--- config.mk ---
export PLATFORM = sky130hd
export DESIGN_NAME = gpio_irq
export DESIGN_NICKNAME = d
export VERILOG_FILES = /design/src/rtl/gpio_irq.sv
export SDC_FILE = /design/constraint.sdc
export NUM_CORES = 1
export LEC_CHECK = 0
export ABC_CLOCK_PERIOD_IN_PS = 6500
export BUFFER_PORTS_ARGS = -buffer_cell sky130_fd_sc_hd__buf_2
export CORE_MARGIN = 2
export CORE_UTILIZATION = 55
export CTS_CLUSTER_DIAMETER = 40
export DETAILED_ROUTE_END_ITERATION = 16
export GPL_TIMING_DRIVEN = 0
export MAX_ROUTING_LAYER = met4
export PLACE_DENSITY = 0.81
export SLEW_MARGIN = 20
export SYNTH_ARGS = -nofsm -noshare
export SYNTH_HDL_FRONTEND = slang
export SYNTH_SLANG_ARGS = --single-unit
--- constraint.sdc ---
create_clock -name clk -period 6.5 [get_ports clk]
set_clock_uncertainty 0.2 [all_clocks]
set_input_delay 0.975 -clock clk [delete_from_list [all_inputs] [get_ports clk]]
set_output_delay 0.975 -clock clk [all_outputs]
set_load 0.02 [all_outputs]
--- src/rtl/gpio_irq.sv ---
// Pin conditioning for the GPIO block: 2-flop sync, per-pin debounce, edge detect into W1C status, level irq.
// Registers: IN (RO), EDGE_EN (RW), STATUS (W1C), DB_LIMIT (RW) at BASE+0x0/0x4/0x8/0xC; reads are combinational.
module gpio_irq #(
    parameter int          WIDTH     = 8,
    parameter logic [31:0] BASE_ADDR = 32'hFFFF0018,
    parameter int          DB_W      = 16,
    parameter int unsigned DB_RESET  = 4
) (
    input  logic             clk,
    input  logic             rst,
    input  logic [31:0]      address,
    input  logic [31:0]      write_data,
    input  logic             write_enable,
    output logic [31:0]      read_data,
    input  logic [WIDTH-1:0] pins_in,
    output logic             irq
);

    localparam int EW = 2 * WIDTH;

    logic [WIDTH-1:0] s1_q, s2_q;
    logic [WIDTH-1:0] stable_q, stable_d;
    logic [DB_W-1:0]  cnt_q [WIDTH];
    logic [DB_W-1:0]  cnt_d [WIDTH];
    logic [EW-1:0]    edge_en_q, edge_en_d;
    logic [EW-1:0]    status_q, status_d;
    logic [DB_W-1:0]  db_limit_q, db_limit_d;

    logic sel_in, sel_en, sel_st, sel_db;
    logic [WIDTH-1:0] rise_ev, fall_ev;
    logic [EW-1:0]    set_vec, clr_vec;
    logic             unused_wdata;

    assign sel_in = (address == BASE_ADDR);
    assign sel_en = (address == BASE_ADDR + 32'h4);
    assign sel_st = (address == BASE_ADDR + 32'h8);
    assign sel_db = (address == BASE_ADDR + 32'hC);

    assign unused_wdata = ^write_data;

    // Debounce: a mismatch must persist past DB_LIMIT counted cycles before stable follows s2.
    always_comb begin
        for (int i = 0; i < WIDTH; i++) begin
            stable_d[i] = stable_q[i];
            cnt_d[i]    = cnt_q[i];
            if (s2_q[i] == stable_q[i]) begin
                cnt_d[i] = '0;
            end else if (cnt_q[i] >= db_limit_q) begin
                stable_d[i] = s2_q[i];
                cnt_d[i]    = '0;
            end else if (cnt_q[i] != {DB_W{1'b1}}) begin
                cnt_d[i] = cnt_q[i] + DB_W'(1);
            end
        end
    end

    assign rise_ev = stable_d & ~stable_q;
    assign fall_ev = ~stable_d & stable_q;
    assign set_vec = {fall_ev & edge_en_q[EW-1:WIDTH], rise_ev & edge_en_q[WIDTH-1:0]};
    assign clr_vec = (write_enable && sel_st) ? write_data[EW-1:0] : '0;

    // Hardware set is OR'ed in after the clear so a coincident event wins.
    always_comb begin
        status_d   = (status_q & ~clr_vec) | set_vec;
        edge_en_d  = edge_en_q;
        db_limit_d = db_limit_q;
        if (write_enable && sel_en) begin
            edge_en_d = write_data[EW-1:0];
        end
        if (write_enable && sel_db) begin
            db_limit_d = write_data[DB_W-1:0];
        end
    end

    always_ff @(posedge clk or posedge rst) begin
        if (rst) begin
            s1_q       <= '0;
            s2_q       <= '0;
            stable_q   <= '0;
            edge_en_q  <= '0;
            status_q   <= '0;
            db_limit_q <= DB_W'(DB_RESET);
            for (int i = 0; i < WIDTH; i++) begin
                cnt_q[i] <= '0;
            end
        end else begin
            s1_q       <= pins_in;
            s2_q       <= s1_q;
            stable_q   <= stable_d;
            edge_en_q  <= edge_en_d;
            status_q   <= status_d;
            db_limit_q <= db_limit_d;
            for (int i = 0; i < WIDTH; i++) begin
                cnt_q[i] <= cnt_d[i];
            end
        end
    end

    always_comb begin
        read_data = '0;
        if (sel_in) begin
            read_data[WIDTH-1:0] = stable_q;
        end else if (sel_en) begin
            read_data[EW-1:0] = edge_en_q;
        end else if (sel_st) begin
            read_data[EW-1:0] = status_q;
        end else if (sel_db) begin
            read_data[DB_W-1:0] = db_limit_q;
        end
    end

    assign irq = |status_q;

endmodule

Word-level counts from Yosys, hierarchy flattened:

Index checks and enable logic that the tools add are counted.

* flip-flop bits (word level): 200
* output and inout port bits: 33
* logic and storage cells: 117

* add/sub/neg operators: 8
* order comparisons: 8
* equal/unequal tests: 20
* multiplexer cells: 46
* bitwise operators: 9
* reductions and logical operators: 12

Operator list (count)
* 2-to-1 mux 16 bit: 28
* adder 16 x 1 -> 16 bit, second input constant: 8
* equality test 32 bit, second input constant: 4
* >= comparator 16 bit: 8
* inequality test 16 bit, second input constant: 8
* AND 8 bit: 4
* nonzero test 3 bit: 8
* AND 16 bit: 1
* 2-to-1 mux 1 bit: 16
* 2-to-1 mux 8 bit: 2
* inverter 16 bit: 1
* inverter 8 bit: 2
* bitwise OR 16 bit: 1
* OR reduction 16 bit: 1
* equality test 1 bit: 8
* logical AND 1 bit: 3

Depth between registers and ports, before layout:

Gate-level depths: netlist of the first run.

* depth in word-level cells: 7
* depth in mapped cells: 9
* gate-level depth less buffers: 7

Least setup slack after synthesis of the first run:

OpenSTA, ideal clock, no wires.

* path kind: input -> output
* start point: input address[25]
* end point: output read_data[14]
* arrival: 2.833 ns
* data required time: 5.325 ns
* path slack: 2.492 ns
* stages: 6
* buffers on the path: 1
* path through: nand4_1 -> or4_4 -> buf_6 -> nor4_1 -> a222oi_1 -> inv_1

* longest elaborated chain between the ends: 5
* elaborated cells on any way between the ends: 8
* those cells by class: eq/ne (4); mux (4)

Ends and longest elaborated chain
* start, declared: RTL line 11 `input logic [31:0] address,`
* equality test 32 bit: RTL line 37 `assign sel_db = (address == BASE_ADDR + 32'hC);`
* 2-to-1 mux 16 bit: RTL line 107 `end else if (sel_db) begin`
* 2-to-1 mux 16 bit: RTL line 105 `end else if (sel_st) begin`
* 2-to-1 mux 16 bit: RTL line 103 `end else if (sel_en) begin`
* 2-to-1 mux 8 bit (*): RTL line 101 `if (sel_in) begin`
* end, declared: RTL line 14 `output logic [31:0] read_data,`

Every way passes the cells marked *; elsewhere a longest branch is shown, timed or not.

Worst setup path after layout of the first run:

* start point: input address[7]
* end point: output read_data[14]

Same word-level chain as after synthesis.

==> results of run 1 <==
## placed cells by master (no fill, tap or decap), types with 7 or more instances in the layout
cell type    n
conb_1      16
dfrtp_1    199
buf_12       7
a222oi_1     8
a21boi_0    11
clkbuf_1    27
clkbuf_16   17
buf_2       75
nand4_1     41
a311oi_1     8
nor3b_1      9
mux2_4      10
nand3_1     73
o211ai_1    13
xnor2_1     58
o21ai_0     28
ha_1       136
buf_4       16
a32o_1      16
xor2_1      20
and3_1      14
nor3_1      29
nand2b_1    20
a211oi_1    24
mux2i_1     28
and4_1      13
nand2_1     94
a21oi_1     62
mux2_2      21
nor4_1      17
mux2_1       9
nor2_1     150
nor2b_1     18
o2111ai_1    8
o22a_1       8
inv_1       47
## cell usage after synthesis, drive strengths merged, types with 20 or more instances
cell type	instances	area, um2
nand2	95	359
dfrtp	199	4980
a21oi	62	310
nand2b	20	125
o21ai	28	140
mux2i	28	280
inv	48	180
mux2	40	488
nor4	22	159
a211oi	24	180
clkbuf	24	90.1
nand3	73	365
nor2	150	563
xnor2	58	508
buf	21	179
nor3	29	145
ha	136	1700
xor2	20	175
nand4	41	257
## metal layers
| metal | vias up | track usage |
|---|---|---|
| met1 | 5075 | 0.365 |
| met5 | - | - |
| met2 | 372 | 0.443 |
| met3 | 93 | 0.0631 |
| li1 | 5089 | - |
| met4 | 0 | 0.126 |
## worst max-delay path: stages
cell and delay, ns:
buf_2 0.10, nor4_1 0.37, nand2_1 0.42, nor4_2 0.83, a222oi_1 0.28, inv_1 0.19
buf_2 0.19
## report_power, final
group,switching [uW],internal [uW]
clock network,462,538
registers,5.79,1250
logic,54.9,35.1
total,523,1820
## worst max-delay path by stage
| stage | start | to |
|---|---|---|
| 4_1_cts | address[7] | read_data[14] |
| 3_3_place_gp | rst | cnt_q[54]$_DFFE_PP0P_ |
| 3_5_place_dp | address[7] | read_data[14] |
| 5_1_grt | address[7] | read_data[14] |
| 6_report | address[7] | read_data[14] |
| 2_1_floorplan | address[25] | read_data[14] |
## area by class of cell
cell class / instances / share of cell area
timing repair buffer: 80 / 0.0344
buffer: 45 / 0.0189
multi-input combinational: 1037 / 0.519
sequential: 200 / 0.351
clock buffer: 25 / 0.0354
tap: 285 / 0.0250
clock inverter: 6 / 0.00289
inverter: 48 / 0.0129
antenna: 4 / 0.000702
## stage by stage
step,area [um2],hold slack [ns]
3_5_place_dp,13700,0.136
3_3_place_gp,13600,0.135
6_report,14300,0.150
4_1_cts,14300,0.151
5_1_grt,14300,0.170
2_1_floorplan,12800,0.131
## registers in the layout, indices dropped and copies added, names as in the netlist
signal / count
edge_en_q: 16
s2_q: 8
cnt_q: 128
stable_q: 8
db_limit_q: 16
s1_q: 8
status_q: 16
## cells by family after synthesis
family | share of synthesized area
flops | 0.392
mux | 0.0601
simple gates | 0.199
compound gates | 0.127
xor+xnor | 0.0534
other cells | 0.000293
buf+inv | 0.0351
fa+ha+maj | 0.133
==> flow_summary.toml, run 1 <==
[status]
outcome = "completed"

[critical_path]
startpoint_type = "input port"
reg2regPathDepth = 7
rr_endpoint = "cnt_q[100]$_DFFE_PP0P_"
crit_required_ns = 5.32
crit_arrival_ns = 3.36
critPathMaxFanout = 10
reg2reg_slack_ns = 3.13
end_kind = "output port"
crit_type = "in2out"
r2r_start = "db_limit_q[0]$_DFFE_PP0P_"

[cts]
clock-root-buffer = "clkbuf_16"
cts.sinks = 200
clk_pin_slew_ns = 0.07
cts_made_buffers = 17
post_cts_resized = 0
postCtsHoldBufs = 0
clock_latency_ns = 0.45
tritoncts = "done"
cts_buffer_depth = 2
cts_max_level = 4
post_cts_buffers = 0

[timing]
finalCritPeriodShare = 0.697
rsz0062_at_grt = "no"
min_period_ns = 4.53
hold_viol = 0
fmax_mhz = 221
setup_viol = 0
max-slew-margin-rel = 0.298
setup_ws_ns = 1.97
drv_slew = 0
totalNegativeSetupSlack_ns = 0
tightest_slew_ns = 1.04

[yosys]
async_reset_ff_frac = 1.00
syn_avg_cell_area_um2 = 9.72
ys_seq_area_frac = 0.392
yosys_warnings = 0
synth_edf_count = 0
netlist_area_um2 = 12800
synth_cells = 1315
ys_ff_latch = 200
synthFlopType = "dfrtp_1"
ys_types = 66

[global_route]
grt_remaining_overflow = 0
grt_max_degree = 35
grt_pass1_wl_mm = 53.1
grt_util_all_layers = 0.287
antenna_found_initial = 4
first_global_vias = 10300

[placement]
gp_congestion = 0.898
dpl.cell_count = 1695
dp_slack_ns = 2.02
post-dp-hpwl_mm = 23.7
port_buffers = 74

[floorplan]
core_um2 = 22700
die_area_um2 = 24500
num_io_pins = 108
initial_utilization = 0.563
rows = 55
die_w_um = 156
die_y_um = 156

[finish]
instances_no_fill = 1730
syn2layout_area_growth_pct = 11.6
nFillCells = 1870
num-nets-final = 1640
layout-drive-gt1-share = 0.121
multiInputGateArea_um2 = 7410
fin_util = 0.628
seqCellArea_um2 = 5010

[hold_path]
hold_path.class = "reg2reg"
min-delay-start = "s1_q[4]$_DFF_PP0_"
min_path_cells = 0
min_to = "s2_q[4]$_DFF_PP0_"

[drt]
wl_met2_mm = 15.4
highest-signal-layer = "met4"
dr.pass1.iters = 5
route.vias.total = 10600
wl_per_cell_um = 19.1
wl_mm = 33.0
drc_errors = 0
via_per_inst = 6.14
drtAntennaViolNets = 0
drt_iter0_markers = 635
wl_met1_mm = 14.1
wl_met3_mm = 2.00

[power]
p_per_area_nw_per_um2 = 165
finalPower_uw = 2350
power_leakage_uw = 0.00613
ir_drop_uv = 167

[flow_run]
drv_cap = 0
(Power assumes the default switching activity.)
==> run 2: changes to the inputs <==
- ABC_AREA: not set -> 1
- ABC_CLOCK_PERIOD_IN_PS: 6500 -> 4600
- CORE_UTILIZATION: 55 -> 60
- PLACE_DENSITY: 0.81 -> 0.84
- clock period: 6.5 -> 4.6 ns (I/O delays scaled with it)
==> run 2 against run 1 <==
  * Cell count up 36%
  * Highest routed layer unchanged
  * Clock power up 55%
  * Largest cell class unchanged
  * Worst setup slack worse by 0.67 ns
  * Largest power group unchanged
  * Critical endpoint is now read_data[13]
==> flow_summary.toml, run 2 <==
[status]
outcome = "completed"

[critical_path]
crit_required_ns = 3.71
r2r_start = "db_limit_q[9]$_DFFE_PP0P_"
end_kind = "output port"
rr_endpoint = "cnt_q[21]$_DFFE_PP0P_"
critPathMaxFanout = 10
crit_type = "in2out"
reg2reg_slack_ns = 1.73
cp-endpoint = "read_data[13]"
crit_arrival_ns = 2.42
startpoint_type = "input port"
reg2regPathDepth = 8
crit_path_start = "address[19]"

[timing]
setup_viol = 0
min_period_ns = 3.31
finalCritPeriodShare = 0.719
max-slew-margin-rel = 0.471
rsz0062_at_grt = "no"
drv_slew = 0
fmax_mhz = 303
tightest_slew_ns = 0.794
hold_viol = 0
setup_ws_ns = 1.29
totalNegativeSetupSlack_ns = 0

[drt]
via_per_inst = 5.80
route.vias.total = 13600
wl_per_cell_um = 16.1
drt_iter0_markers = 1381
drc_errors = 0
drtAntennaViolNets = 0
wl_mm = 37.8
dr.pass1.iters = 6

[yosys]
synthFlopType = "dfrtp_1"
ys_seq_area_frac = 0.359
yosys_warnings = 0
async_reset_ff_frac = 1.00
synth.top_cell.area_share = 0.357
syn_avg_cell_area_um2 = 7.22
ys_types = 44
yosys.area.top_type = "dfrtp_1"
synth_cells = 1932
yosysMostFrequentCell = "nand2_1"
synth_commonest_cells = "nand2_1, nor2_1, inv_1"
netlist_area_um2 = 14000
synth_edf_count = 0
ys_ff_latch = 200
synthTopCellsByArea = "dfrtp_1, nand2_1, ha_1, nor2_1, inv_1"

[global_route]
grt_pass1_wl_mm = 61.9
grt_util_all_layers = 0.329
grt_remaining_overflow = 0
first_global_vias = 12700
grt_max_degree = 34
antenna_found_initial = 0

[placement]
gp_congestion = 1.01
dp_slack_ns = 1.33
post-dp-hpwl_mm = 27.3
dpl.cell_count = 2313
port_buffers = 75

[cts]
cts.sinks = 200
cts_made_buffers = 17
clk_pin_slew_ns = 0.08
cts_buffer_depth = 2
postCtsHoldBufs = 0
clock-root-buffer = "clkbuf_16"
post_cts_resized = 0
tritoncts = "done"
clock_latency_ns = 0.46
cts_max_level = 4
post_cts_buffers = 0

[floorplan]
die_y_um = 157
core_um2 = 22700
rows = 55
die_w_um = 157
die_area_um2 = 24500
num_io_pins = 108
initial_utilization = 0.615

[finish]
nFillCells = 1857
final_cell_mix = "nand2_1, nor2_1, inv_1, dfrtp_1, ha_1"
syn2layout_area_growth_pct = 10.7
regMostFlops = "cnt_q"
layout-drive-gt1-share = 0.0976
num-nets-final = 2258
final_common_cell = "nand2_1"
instances_no_fill = 2346
largest_register_ffs = 128

[power]
power_leakage_uw = 0.00785
finalPower_uw = 3460
ir_drop_uv = 202
p_per_area_nw_per_um2 = 224

[hold_path]
hold_path.class = "in2async"

[flow_run]
drv_cap = 0
run 2: cell type report:
type	count	area, um2	area share
Multi-Input combinational cell	1470	7840	0.507
Sequential cell	200	5010	0.324
Inverter	225	848	0.0549
Timing Repair Buffer	81	495	0.0321
Clock buffer	20	437	0.0283
Tap cell	285	357	0.0231
Buffer	52	324	0.0210
Clock inverter	12	140	0.00907
Antenna cell	1	2.50	0.000162
run 2: report_power, final:
group | internal [uW] | switching (uW) | leakage [uW]
sequential | 1770 | 6.69 | 0.00263
combinational | 48.6 | 93.1 | 0.00494
clock | 812 | 737 | 0.000278
total | 2630 | 836 | 0.00785
run 2: per-layer routing:
layer	wire length (um)	vias to the layer above	GRT usage	part of all wire
met2	17300	610	0.515	0.46
met4	1320	0	0.123	0.035
met3	3230	92	0.0546	0.085
met1	15900	6310	0.431	0.42
li1	-	6595	-	-
met5	0	-	-	0
run 2: worst min-delay path by stage:
| stage | from | to | cells past startpoint |
|---|---|---|---|
| 4_1_cts | rst | cnt_q[69]$_DFFE_PP0P_ | 2 |
| 5_1_grt | rst | cnt_q[70]$_DFFE_PP0P_ | 2 |
| 3_3_place_gp | s1_q[1]$_DFF_PP0_ | s2_q[1]$_DFF_PP0_ | 0 |
| 6_report | rst | cnt_q[69]$_DFFE_PP0P_ | 2 |
| 2_1_floorplan | s1_q[0]$_DFF_PP0_ | s2_q[0]$_DFF_PP0_ | 0 |
| 3_5_place_dp | s1_q[1]$_DFF_PP0_ | s2_q[1]$_DFF_PP0_ | 0 |
run 2: cells by family after synthesis:
family / after synthesis / share of synthesized area
simple gates: 1068 / 0.339
other cells: 1 / 0.000269
flops: 200 / 0.359
compound gates: 239 / 0.0898
fa+ha+maj: 136 / 0.122
xor+xnor: 11 / 0.00690
buf+inv: 277 / 0.0837
run 2: metrics by stage:
step	util	hold WS [ns]	area (um2)
final	0.680	0.0823	15400
after global routing	0.680	0.131	15400
after CTS	0.680	0.0997	15400
after detailed placement	0.655	0.136	14900
after global placement	0.650	0.132	14800
after floorplan	-	0.131	14000
run 2: critical path, stage by stage:
cell	delay, ns
buf_2	0.09
nand2_1	0.05
nor2_1	0.12
nand2_1	0.10
nor2_4	0.28
nand3_1	0.14
inv_2	0.16
buf_2	0.35
nor2_1	0.09
nand2_1	0.14
inv_1	0.05
buf_2	0.15
==> run 3: changes to the inputs <==
- ABC_CLOCK_PERIOD_IN_PS: 4600 -> 3400
- clock period: 4.6 -> 3.4 ns (I/O delays scaled with it)
==> run 3 against run 2 <==
  * Routed wire length is essentially flat
  * Worst setup slack lost 0.82 ns
  * Design area grew 0.58%
  * Combinational power grew 41%
  * Sequential share of layout area shrank 0.19 points
  * Hold slack lost 0.0022 ns
  * Non-clock buffer count grew 9
  * Critical endpoint unchanged
  * Largest cell class unchanged
  * Largest power group unchanged
==> flow_summary.toml, run 3 (synthesis results as in run 2) <==
[finish]
final_cell_mix = "nand2_1, nor2_1, inv_1, dfrtp_1, ha_1"
syn2layout_area_growth_pct = 11.3
final_area_um2 = 15500
regMostFlops = "cnt_q"
largest_register_ffs = 128
layout-drive-gt1-share = 0.0971
nFillCells = 1846
num-nets-final = 2267
final_common_cell = "nand2_1"

[floorplan]
die_w_um = 157
num_io_pins = 108
initial_utilization = 0.615
die_y_um = 157
rows = 55
die_area_um2 = 24500
core_um2 = 22700

[timing]
rsz0062_at_grt = "no"
fmax_mhz = 342
min_period_ns = 2.93
drv_slew = 0
setup_viol = 0
finalCritPeriodShare = 0.860
max-slew-margin-rel = 0.464
hold_viol = 0
tightest_slew_ns = 0.804
setup_ws_ns = 0.475
totalNegativeSetupSlack_ns = 0

[drt]
wl_met1_mm = 15.8
via_per_inst = 5.77
highest-signal-layer = "met4"
wl_met3_mm = 3.27
drc_errors = 0
dr.pass1.iters = 6
route.vias.total = 13600
wl_met2_mm = 17.4
drt_iter0_markers = 1314
wl_mm = 37.8
wl_per_cell_um = 16.0
drtAntennaViolNets = 0

[critical_path]
crit_required_ns = 2.69
crit_arrival_ns = 2.22
reg2reg_slack_ns = 0.56
startpoint_type = "input port"
worst-path-buf-inv = 5
cp_cell_sequence = "buf_2 -> nand2_1 -> nor2_1 -> nand2_1 -> nor2_4 -> nand3_1 -> inv_2 -> buf_2 -> nor2_1 -> nand2_1 -> inv_1 -> buf_2"
critPathMaxFanout = 10
slowest_stage = "buf_2"
slowest_delay_ns = 0.33
cp_top_family = "simple AND/OR/NAND/NOR gates"
end_kind = "output port"
crit_type = "in2out"

[power]
ir_drop_uv = 270
finalPower_uw = 4690
power_leakage_uw = 0.00789
p_per_area_nw_per_um2 = 302

[flow_run]
drv_cap = 0

[cts]
clock_latency_ns = 0.45
cts_made_buffers = 17
clk_pin_slew_ns = 0.07
cts_max_level = 4
tritoncts = "done"
cts_buffer_depth = 2
post_cts_resized = 0
cts.sinks = 200
clock-root-buffer = "clkbuf_16"

[status]
outcome = "completed"

[global_route]
grt_remaining_overflow = 0
grt_pass1_wl_mm = 62.1
antenna_found_initial = 0
first_global_vias = 12700
grt_util_all_layers = 0.329
grt_max_degree = 34

[placement]
port_buffers = 75
post-dp-hpwl_mm = 27.3
gp_congestion = 1.01
dp_slack_ns = 0.490
placed_cell_area_um2 = 14900

[hold_path]
hold_path.class = "in2reg"
==> run 3: cell types whose count changed in the layout (fill, tap and decap cells not counted) <==
cell | before | now
dlygate4sd3_1 | 0 | 9
==> run 3: what timing repair did <==
action                    CTS  global route
setup buffers               0             0
hold endpoints to repair   30             0
hold buffers                9             0
==> run 3: through the flow <==
step            util  hold WS, ns  std cells
6_report       0.684       0.0801       2355
5_1_grt        0.684       0.0925       2354
4_1_cts        0.684       0.0732       2354
3_5_place_dp   0.655        0.136       2313
3_3_place_gp   0.650        0.132       2307
2_1_floorplan      -        0.131       1947
==> run 3: layout make-up <==
type                       instances  area [um2]  share of cell area
multi-input combinational       1470        7840               0.505
sequential                       200        5010               0.322
inverter                         225         848              0.0546
timing repair buffer              90         586              0.0377
clock buffer                      20         437              0.0281
tap                              285         357              0.0229
buffer                            52         324              0.0209
clock inverter                    12         140             0.00902
antenna                            1        2.50            0.000161
==> run 3: final timing paths <==
kind,cells after the start,from,endpoint
min reg2reg,0,s1_q[4]$_DFF_PP0_,s2_q[4]$_DFF_PP0_
max,12,address[19],read_data[13]
max reg2reg,8,db_limit_q[9]$_DFFE_PP0P_,cnt_q[21]$_DFFE_PP0P_
max in group asynchronous,6,rst,cnt_q[122]$_DFFE_PP0P_
min in group asynchronous,3,rst,cnt_q[69]$_DFFE_PP0P_
min,3,write_data[2],edge_en_q[2]$_DFFE_PP0P_
==> run 3: worst register-to-register path: cells and delay by family, from the launching register on <==
family,cells,cell delay (ns)
buffers and inverters,2,0.77
AOI/OAI and AO/OA,3,0.63
adders and majority gates,1,0.38
DFF,1,0.40
and+or+nand+nor,2,0.39
==> run 3: report_power, final <==
group	switching, uW	leakage [uW]	total (uW)	internal, uW
Clock	992	0.000278	2090	1100
Sequential	9.03	0.00263	2400	2390
Combinational	127	0.00498	200	72.5
Total	1130	0.00789	4690	3560
==> run 3: metal layers <==
layer | up-vias | global-route usage
li1 | 6609 | -
met1 | 6283 | 0.432
met2 | 599 | 0.519
met3 | 101 | 0.0485
met4 | 0 | 0.128
met5 | - | -
